`config.mk`:
```
export PLATFORM = sky130hd
export DESIGN_NAME = ex_mem_pipe_reg
export DESIGN_NICKNAME = d
export VERILOG_FILES = /design/src/rtl/ex_mem_pipe_reg.sv
export SDC_FILE = /design/constraint.sdc
export NUM_CORES = 1
export LEC_CHECK = 0
export CORE_ASPECT_RATIO = 1.4
export CORE_MARGIN = 2
export CORE_UTILIZATION = 56
export CTS_CLUSTER_SIZE = 12
export DETAILED_ROUTE_END_ITERATION = 10
export PLACE_DENSITY = 0.9
export SLEW_MARGIN = 15
export SYNTH_ARGS = -nofsm -noshare
export SYNTH_HDL_FRONTEND = slang
export SYNTH_SLANG_ARGS = --single-unit
```
`constraint.sdc`:
```
create_clock -name clk -period 13.4 [get_ports clk]
set_input_delay 1.34 -clock clk [delete_from_list [all_inputs] [get_ports clk]]
set_output_delay 1.34 -clock clk [all_outputs]
set_load 0.01 [all_outputs]
```
`src/rtl/ex_mem_pipe_reg.sv`:
```
// ex_mem_pipe_reg
//  EX/MEM pipeline register for the 5-stage MIPS datapath. This is a two-entry
//  elastic buffer: a head entry that drives the MEM stage, plus a skid entry.
//  Both sides use a valid/ready handshake. The buffer supports a synchronous
//  flush and derives the branch select (pcsrc) from the head entry.
//
// Ports
//  clk, rst      rising-edge clock; asynchronous active-high reset
//  flush         synchronous discard of every held entry
//  in_valid      EX stage presents a payload
//  in_ready      buffer can accept a payload (fewer than 2 entries held)
//  in_*          EX payload: wb/m control, branch target, zero flag,
//                ALU result, store data, destination register
//  out_valid     head entry is valid toward MEM
//  out_ready     MEM stage accepts the head entry
//  wb_ctl .. dest  head-entry payload; all zero while out_valid=0
//  pcsrc         out_valid & m_ctl[BRANCH_BIT] & zero
//  occupancy     number of entries held (0..2)

module ex_mem_pipe_reg #(
   parameter int DATA_W     = 32,
   parameter int REG_ADDR_W = 5,
   parameter int WB_W       = 2,
   parameter int M_W        = 3,
   parameter int BRANCH_BIT = 2
) (
   input  logic                  clk,
   input  logic                  rst,
   input  logic                  flush,
   input  logic                  in_valid,
   output logic                  in_ready,
   input  logic [WB_W-1:0]       in_wb_ctl,
   input  logic [M_W-1:0]        in_m_ctl,
   input  logic [DATA_W-1:0]     in_add,
   input  logic                  in_zero,
   input  logic [DATA_W-1:0]     in_alu,
   input  logic [DATA_W-1:0]     in_rdata2,
   input  logic [REG_ADDR_W-1:0] in_dest,
   output logic                  out_valid,
   input  logic                  out_ready,
   output logic [WB_W-1:0]       wb_ctl,
   output logic [M_W-1:0]        m_ctl,
   output logic [DATA_W-1:0]     add_result,
   output logic                  zero,
   output logic [DATA_W-1:0]     alu_result,
   output logic [DATA_W-1:0]     rdata2,
   output logic [REG_ADDR_W-1:0] dest,
   output logic                  pcsrc,
   output logic [1:0]            occupancy
);

   localparam int PW = WB_W + M_W + 3 * DATA_W + 1 + REG_ADDR_W;

   // The state encoding equals the entry count, so occupancy is the state itself.
   typedef enum logic [1:0] {
      EMPTY = 2'd0,
      ONE   = 2'd1,
      FULL  = 2'd2
   } state_t;

   state_t         state;
   state_t         state_next;
   logic [PW-1:0]  head;
   logic [PW-1:0]  head_next;
   logic [PW-1:0]  skid;
   logic [PW-1:0]  skid_next;
   logic [PW-1:0]  in_payload;
   logic           push;
   logic           pop;

   assign in_payload = {in_wb_ctl, in_m_ctl, in_add, in_zero, in_alu, in_rdata2, in_dest};

   // in_ready and out_valid come from the state register only. This keeps
   // out_ready from reaching in_ready through any combinational path.
   assign in_ready  = (state != FULL);
   assign out_valid = (state != EMPTY);
   assign occupancy = state;
   assign push      = in_valid & in_ready;
   assign pop       = out_valid & out_ready;

   assign {wb_ctl, m_ctl, add_result, zero, alu_result, rdata2, dest} = head;

   // The head register is cleared whenever the buffer empties, so a plain AND
   // is enough to produce pcsrc = 0 while out_valid = 0.
   assign pcsrc = out_valid & m_ctl[BRANCH_BIT] & zero;

   always_ff @(posedge clk or posedge rst) begin
      if (rst) begin
         state <= EMPTY;
         head  <= '0;
         skid  <= '0;
      end else begin
         state <= state_next;
         head  <= head_next;
         skid  <= skid_next;
      end
   end

   // Next-state and entry movement. Flush takes priority over everything.
   // A pop in the same cycle as a flush still completes the handoff to MEM,
   // because MEM samples the head before this edge.
   always_comb begin
      state_next = state;
      head_next  = head;
      skid_next  = skid;
      if (flush) begin
         state_next = EMPTY;
         head_next  = '0;
         skid_next  = '0;
      end else begin
         case (state)
            EMPTY: begin
               if (push) begin
                  state_next = ONE;
                  head_next  = in_payload;
               end
            end
            ONE: begin
               if (push && !pop) begin
                  state_next = FULL;
                  skid_next  = in_payload;
               end else if (pop && !push) begin
                  state_next = EMPTY;
                  head_next  = '0;
               end else if (push && pop) begin
                  head_next  = in_payload;
               end
            end
            FULL: begin
               if (pop) begin
                  state_next = ONE;
                  head_next  = skid;
                  skid_next  = '0;
               end
            end
            default: begin
               state_next = EMPTY;
               head_next  = '0;
               skid_next  = '0;
            end
         endcase
      end
   end

endmodule

```
==> impl_metrics.py, run 1 <==
metrics = {
    "clocking": {
        "cts_tree": "yes",
        "clockRootBuffer": "clkbuf_16",
        "postCtsResizedCells": 0,
        "cts_buffers": 22,
        "cts.clk_slew.worst_paths_ns": 0.06,
        "clock_sinks": 216,
        "clock_path_buffers": 3,
        "holdBufCountCts": 0,
        "insertion_delay_ns": 0.49,
        "cts_max_level": 1,
        "cts_setup_buffers": 0,
    },
    "sta": {
        "finalCriticalPeriod_ns": 4.40,
        "rsz0062_at_grt": "false",
        "maxSlewViolCount": 0,
        "maxSlewHeadroom_pct": 23.3,
        "fin_setup_tns_ns": 0,
        "clock_skew_ns": 0.00782,
        "setup_viol": 0,
        "max_freq_mhz": 227,
        "tightest_slew_ns": 1.15,
        "fin_crit_sh_pct": 32.8,
        "final-hold-violation-count": 0,
    },
    "critical_path": {
        "r2r-end": "head[32]",
        "critPathMaxFanout": 70,
        "endpoint_kind": "output pin",
        "start_kind": "flip-flop",
        "crit_arrival_ns": 3.06,
        "worstRegToRegCells": 6,
        "r2r-start": "occupancy[1]",
        "setup.worst_path.class": "flip-flop to output pin",
        "ff2ff_setup_slack_ns": 9.91,
        "required_ns": 12.06,
    },
    "power": {
        "leakage_nw": 5.80,
        "power_mw": 1.61,
        "peakVddDrop_mv": 0.0862,
        "power_density_mw_per_mm2": 118,
    },
    "min_path": {
        "whs_endpoint": "head[1]",
        "whs_path_depth": 1,
        "holdCritStartpoint": "head[1]",
        "hold_class": "flip-flop to flip-flop",
    },
    "global_routing": {
        "antenna_found_initial": 3,
        "grt_usage_pct": 27.3,
        "grt_pass1_vias": 8558,
        "overflow": 0,
        "grt_pass1_wl_um": 45000,
        "grt_max_degree": 85,
    },
    "synthesis": {
        "synth-edff-count": 0,
        "synth_cell_types": 23,
        "synthFlopType": "dfrtp_1",
        "syn_inst": 966,
        "yosys_warnings": 0,
        "ys_ff_latch": 216,
        "yosys.area.top_type": "dfrtp_1",
        "synth_most_common_cell": "dfrtp_1",
        "syn_area_mm2": 0.0108,
        "syn-num-nets": 1078,
        "synth_commonest_cells": "dfrtp_1, mux2i_1, inv_1, a22o_1, nand2_1",
        "async_flop_share_pct": 100,
        "netlist_top_cells_area": "dfrtp_1, mux2i_1, a22o_1, o2bb2ai_1, inv_1",
        "yosys.area.top_type_share_pct": 49.9,
        "syn_area_per_cell_um2": 11.2,
        "ys_seq_area_share_pct": 49.9,
    },
    "placed_design": {
        "dpl.hpwl_um": 17200,
        "io_buffer_count": 223,
        "gp_congestion": 0.782,
    },
    "die": {
        "die_h_um": 169,
        "initial_utilization_pct": 56.8,
        "ioPinCount": 224,
        "die_area_mm2": 0.0205,
        "floorplan.core_area_mm2": 0.0191,
        "fp-row-count": 60,
        "die_w_um": 122,
    },
    "layout": {
        "drive_above_1_share_pct": 4.17,
        "fillCellCount": 1346,
        "nets": 1253,
        "syn_to_final_growth_pct": 26.5,
        "final_util_pct": 71.9,
    },
    "routing": {
        "highest_layer": "met4",
        "wl_um": 28000,
        "vias": 8256,
        "routedWlPerCell_um": 20.0,
        "drcViolationCount": 0,
        "via_per_inst": 5.89,
        "drt_pre_antenna_iters": 5,
        "met2WireLength_um": 14000,
        "dr_wl_met3_um": 1560,
        "drt_iter0_markers": 675,
        "wl_met1_um": 11300,
        "ant_nets": 0,
    },
    "outcome": {
        "status": "completed",
    },
    "run": {
        "maxCapViolCount": 0,
    },
}
==> report_power, final <==
part,total (mW),switching [mW],internal [mW]
registers,0.740,0.0381,0.702
clock network,0.558,0.241,0.317
logic,0.313,0.154,0.159
==> per-layer routing <==
metal / global-route usage [%] / vias up
met5: 0 / -
met4: 11.5 / 0
met1: 35.5 / 4101
met2: 45.6 / 322
met3: 3.98 / 76
li1: - / 3757
==> worst max path at each step <==
stage | start | endpoint | slack (ns) | depth (start not counted)
after global placement | out_ready | head[13] | 9.22 | 6
after CTS | occupancy[0] | pcsrc | 9.03 | 4
after floorplan | rst | head[0] | 6.15 | 1
after global routing | occupancy[0] | pcsrc | 8.90 | 4
after detailed placement | out_ready | head[63] | 9.14 | 6
final | occupancy[0] | pcsrc | 9.00 | 4
==> cell families after synthesis <==
kind of cell    after synthesis  synth area share [%]
flops                       216                  49.9
compound gates              221                  17.9
buf+inv                     194                  7.96
mux                         215                  19.9
simple gates                120                  4.39
==> placed cells by master (no fill, tap or decap) <==
cell type	count
clkinv_2	1
nor3b_1	1
and2b_1	1
clkdlybuf4s50_1	223
clkbuf_8	1
and3_1	1
a2bb2oi_2	1
nor2b_1	1
o22a_1	2
nor2_4	2
a21boi_0	1
clkbuf_16	23
mux2i_1	215
a22o_4	1
a21oi_1	1
dfrtp_1	214
inv_1	108
a22o_1	107
clkbuf_1	9
nand2_1	108
a21oi_4	1
dfrtp_4	2
o2bb2ai_1	107
buf_4	13
nor2_1	3
nor2b_4	1
inv_8	1
nand2b_1	1
diode_2	3
or2_2	1
==> final cells by class <==
type / count / area, um2 / share of cell area (%)
repair buffers: 236 / 2330 / 17.0
inverters: 109 / 417 / 3.04
diodes: 3 / 7.51 / 0.0548
clock buffers: 33 / 623 / 4.55
well taps: 248 / 310 / 2.26
multi-input cells: 556 / 4600 / 33.6
flip-flops and latches: 216 / 5410 / 39.5
clock inverters: 1 / 5.00 / 0.0365
==> critical path, stage by stage, from the launching register on <==
cell and delay, ns:
dfrtp_4 0.80, buf_4 0.75, or2_2 0.25, and3_1 0.15
clkdlybuf4s50_1 0.53
==> flip-flops by register name, indices dropped and copies added (netlist names) <==
register / cells
occupancy: 2
head: 107
skid: 107
==> per-stage QoR <==
| stage | cells | hold WS [ns] | cell area, um2 | setup slack [ns] |
|---|---|---|---|---|
| finish | 1402 | 0.499 | 13700 | 9.00 |
| global route | 1402 | 0.519 | 13700 | 8.90 |
| CTS | 1399 | 0.507 | 13700 | 9.03 |
| detailed placement | 1365 | 0.491 | 13100 | 9.14 |
| global placement | 1365 | 0.487 | 13100 | 9.22 |
| floorplan | 966 | 0.497 | 10800 | 6.15 |
Power figures use the tool's default switching activity.
==> run 2, diff against run 1 <==
CORE_UTILIZATION = 47   (was 56)
PLACE_DENSITY = 0.81   (was 0.9)
clock period = 3.9 ns   (was 13.4 ns; I/O delays follow)
==> impl_metrics.py, run 2 (synthesis gave the netlist of run 1 again) <==
metrics = {
    "critical_path": {
        "path_delay_family": "flip-flops",
        "setup.worst_path.class": "flip-flop to output pin",
        "r2r-start": "occupancy[0]",
        "critPathLaunch": "occupancy[0]",
        "critPathMaxFanout": 62,
        "worstRegToRegCells": 5,
        "required_ns": 3.51,
        "start_kind": "flip-flop",
        "worstSetupEndpoint": "pcsrc",
        "endpoint_kind": "output pin",
        "cp_slowest_stage_delay_ns": 0.90,
        "cp_num_buf_inv": 1,
        "r2r-end": "head[96]",
        "ff2ff_setup_slack_ns": 1.37,
        "crit_chain": "or2_2 > and3_1 > clkdlybuf4s50_1",
        "cp_slowest_cell": "dfrtp_4",
        "cp.depth": 3,
        "crit_arrival_ns": 2.32,
    },
    "placed_design": {
        "dpl_cell_area_mm2": 0.0132,
        "dpl.hpwl_um": 17500,
        "pre_cts_ws_ns": 1.24,
        "gp_congestion": 0.767,
        "placedCellCount": 1422,
        "io_buffer_count": 223,
    },
    "layout": {
        "layout_common_cells": "clkdlybuf4s50_1, mux2i_1, dfrtp_1",
        "fillCellCount": 1917,
        "final_common_cell": "clkdlybuf4s50_1",
        "drive_above_1_share_pct": 4.91,
        "fin_cells": 1464,
        "final_area_mm2": 0.0139,
        "register_area_mm2": 0.00541,
        "syn_to_final_growth_pct": 28.7,
        "multi_input_area_mm2": 0.00460,
        "nets": 1258,
    },
    "power": {
        "leakage_nw": 5.87,
        "peakVddDrop_mv": 0.242,
        "combPwrFrac_pct": 19.0,
        "power_density_mw_per_mm2": 406,
        "intPower_mw": 4.15,
        "swShare_pct": 26.6,
        "power_frac_seq_pct": 45.1,
        "p_sw_mw": 1.51,
        "clkPwrFrac_pct": 35.9,
    },
    "clocking": {
        "holdBufCountCts": 0,
        "cts_max_level": 1,
        "clock_sinks": 216,
        "postCtsResizedCells": 0,
        "cts_buffers": 23,
        "insertion_delay_ns": 0.50,
        "cts_tree": "yes",
        "clockRootBuffer": "clkbuf_16",
        "clock_path_buffers": 3,
        "cts.clk_slew.worst_paths_ns": 0.06,
        "cts_setup_buffers": 0,
    },
    "sta": {
        "final-hold-violation-count": 0,
        "setup_viol": 0,
        "clock_skew_ns": 0.0175,
        "rsz0062_at_grt": "false",
        "maxSlewViolCount": 0,
        "maxSlewHeadroom_pct": 30.2,
        "final.setup.worst_slack_ns": 1.19,
        "tightest_slew_ns": 1.04,
        "whs_ns": 0.482,
        "finalCriticalPeriod_ns": 2.71,
        "fin_crit_sh_pct": 69.4,
        "fin_setup_tns_ns": 0,
        "max_freq_mhz": 369,
    },
    "global_routing": {
        "overflow": 0,
        "grt_pass1_vias": 8397,
        "grt_max_degree": 64,
        "antenna_found_initial": 4,
        "grt_usage_pct": 22.8,
        "grt_pass1_wl_um": 45100,
    },
    "die": {
        "floorplan.core_area_mm2": 0.0226,
        "initial_utilization_pct": 47.9,
        "die_w_um": 132,
        "die_h_um": 184,
        "fp-row-count": 65,
        "die_area_mm2": 0.0243,
        "ioPinCount": 224,
    },
    "min_path": {
        "hold_class": "primary input to async pin",
    },
    "routing": {
        "routedWlPerCell_um": 19.0,
        "drt_pre_antenna_iters": 4,
        "vias": 8242,
        "ant_nets": 0,
        "via_per_inst": 5.63,
        "drt_iter0_markers": 546,
        "wl_um": 27800,
        "drcViolationCount": 0,
    },
    "run": {
        "maxCapViolCount": 0,
    },
    "outcome": {
        "status": "completed",
    },
}
-- run 2: cell types whose count changed in the layout (fill, tap and decap cells not counted), sizes merged --
cell      previous run  this run
clkinv               1         2
clkbuf              33        37
inv                109       108
buf                 13        17
clkinvlp             0         1
-- run 2: power by group through the flow --
stage | Sequential (mW) | Clock (mW) | Combinational, mW
global route | 2.57 | 2.16 | 1.16
floorplan | 2.58 | 0 | 0.547
global placement | 2.58 | 0 | 1.06
finish | 2.55 | 2.03 | 1.07
CTS | 2.55 | 2.06 | 1.09
detailed placement | 2.58 | 0 | 1.08
-- run 2: metrics by stage --
step	utilization (%)	power [mW]
after floorplan	-	3.13
after global placement	58.6	3.64
after detailed placement	58.6	3.67
after CTS	61.6	5.70
after global routing	61.7	5.89
final	61.7	5.66
-- run 2: worst min path at each step --
| stage | slack (ns) | end | start |
|---|---|---|---|
| after floorplan | 0.50 | skid[0] | skid[0] |
| after CTS | 0.48 | skid[79] | in_add[9] |
| after global placement | 0.49 | head[3] | head[3] |
| after detailed placement | 0.49 | head[71] | head[71] |
| final | 0.48 | head[33] | rst |
| after global routing | 0.50 | skid[78] | in_add[8] |
-- run 2: area by class of cell --
class	count	share of cell area, %
clock buffers	37	4.86
repair buffers	240	17.6
clock inverters	2	0.0718
inverters	109	2.96
multi-input cells	556	33.0
diodes	3	0.0538
well taps	301	2.70
flip-flops and latches	216	38.8
-- run 2: metal layers --
layer  vias to the layer above  track usage (%)  share of wire, %
li1                       3789                -                 -
met1                      4167             28.9                41
met2                       238             39.3                50
met3                        48             3.25               5.0
met4                         0             9.72               3.6
met5                         -                0                 0
==> run 3, diff against run 2 <==
CORE_UTILIZATION = 52   (was 47)
PLACE_DENSITY = 0.85   (was 0.81)
clock period = 2.5 ns   (was 3.9 ns; I/O delays follow)
==> impl_metrics.py, run 3 (synthesis gave the netlist of run 1 again) <==
metrics = {
    "placed_design": {
        "io_buffer_count": 223,
        "dpl_cell_area_mm2": 0.0133,
        "gp_congestion": 0.770,
        "dpl.hpwl_um": 17300,
    },
    "layout": {
        "final_common_cell": "clkdlybuf4s50_1",
        "final_area_mm2": 0.0139,
        "nets": 1262,
        "drive_above_1_share_pct": 5.10,
        "multi_input_area_mm2": 0.00460,
        "layout_common_cells": "clkdlybuf4s50_1, mux2i_1, dfrtp_1",
        "fillCellCount": 1545,
        "syn_to_final_growth_pct": 28.6,
        "register_area_mm2": 0.00541,
    },
    "die": {
        "die_h_um": 175,
        "initial_utilization_pct": 52.9,
        "die_area_mm2": 0.0220,
        "floorplan.core_area_mm2": 0.0205,
        "fp-row-count": 62,
        "die_w_um": 126,
        "ioPinCount": 224,
    },
    "sta": {
        "setup_viol": 0,
        "rsz0062_at_grt": "false",
        "finalCriticalPeriod_ns": 2.36,
        "maxSlewHeadroom_pct": 48.0,
        "final-hold-violation-count": 0,
        "clock_skew_ns": 0.00837,
        "fin_crit_sh_pct": 94.4,
        "whs_ns": 0.0795,
        "maxSlewViolCount": 0,
        "tightest_slew_ns": 0.780,
        "max_freq_mhz": 424,
    },
    "global_routing": {
        "grt_max_degree": 78,
        "antenna_found_initial": 2,
        "grt_usage_pct": 24.6,
        "grt_pass1_vias": 8465,
        "grt_pass1_wl_um": 44500,
        "overflow": 0,
    },
    "power": {
        "power_density_mw_per_mm2": 625,
        "power_mw": 8.71,
        "peakVddDrop_mv": 0.517,
        "leakage_nw": 5.89,
    },
    "routing": {
        "ant_nets": 0,
        "drt_iter0_markers": 466,
        "vias": 8174,
        "drt_pre_antenna_iters": 4,
        "routedWlPerCell_um": 19.3,
        "wl_um": 27300,
        "drcViolationCount": 0,
        "via_per_inst": 5.78,
    },
    "critical_path": {
        "crit_arrival_ns": 2.11,
        "endpoint_kind": "output pin",
        "start_kind": "flip-flop",
        "setup.worst_path.class": "flip-flop to output pin",
        "critPathMaxFanout": 19,
        "required_ns": 2.25,
    },
    "min_path": {
        "hold_class": "primary input to async pin",
    },
    "run": {
        "maxCapViolCount": 0,
    },
    "clocking": {
        "clockRootBuffer": "clkbuf_16",
        "cts.clk_slew.worst_paths_ns": 0.06,
        "cts_max_level": 1,
        "cts_buffers": 22,
        "clock_path_buffers": 3,
        "cts_tree": "yes",
        "clock_sinks": 216,
        "insertion_delay_ns": 0.50,
        "holdBufCountCts": 0,
        "postCtsResizedCells": 0,
        "cts_setup_buffers": 0,
    },
    "outcome": {
        "status": "completed",
    },
}
## run 3: cell count changes in the layout (fill, tap and decap cells not counted), sizes merged
cell / delta
clkbuf: -7
buf: +5
diode: -2
clkinv: -1
## run 3: final cells by class
| cell class | instances | share of cell area, % |
|---|---|---|
| flip-flops and latches | 216 | 38.9 |
| repair buffers | 245 | 18.3 |
| clock inverters | 1 | 0.0359 |
| diodes | 1 | 0.0180 |
| inverters | 109 | 2.96 |
| clock buffers | 30 | 4.54 |
| well taps | 256 | 2.30 |
| multi-input cells | 556 | 33.0 |
## run 3: worst paths after layout
kind                                     from         to  slack (ns)  cells after the start
worst max-delay path             occupancy[0]   in_ready        0.14                      3
worst min-delay path                      rst   skid[83]        0.08                      2
worst max register to register   occupancy[1]  head[102]        0.60                      4
worst min register to register        head[1]    head[1]        0.50                      1
max in group asynchronous                 rst  skid[104]        1.69                      3
min in group clk                in_rdata2[20]   skid[25]        0.35                      3
## run 3: routing by layer
| metal | global-route usage, % | wire length [um] | vias up |
|---|---|---|---|
| li1 | - | - | 3776 |
| met1 | 31.5 | 11100 | 4084 |
| met2 | 41.4 | 13600 | 244 |
| met3 | 4.01 | 1430 | 68 |
| met4 | 10.5 | 1160 | 2 |
| met5 | 0 | 14 | - |
## run 3: power by group
group	internal, mW	switching (mW)	total (mW)
clock network	1.74	1.30	3.04
registers	3.76	0.180	3.94
logic	0.892	0.841	1.73
total	6.39	2.32	8.71
## run 3: worst max-delay path, cell delays in order, from the launching register on
cell	delay, ns
dfrtp_4	0.56
buf_4	0.29
nand2b_1	0.20
clkdlybuf4s50_1	0.55
## run 3: metrics by stage
step           cells  setup TNS, ns  util [%]  setup slack, ns
2_1_floorplan    966        -121.42         -           -0.562
6_report        1414              0      68.0            0.140
3_5_place_dp    1382              0      64.9            0.276
3_3_place_gp    1382              0      64.9            0.359
4_1_cts         1413              0      68.0            0.144
5_1_grt         1414              0      68.0           0.0749
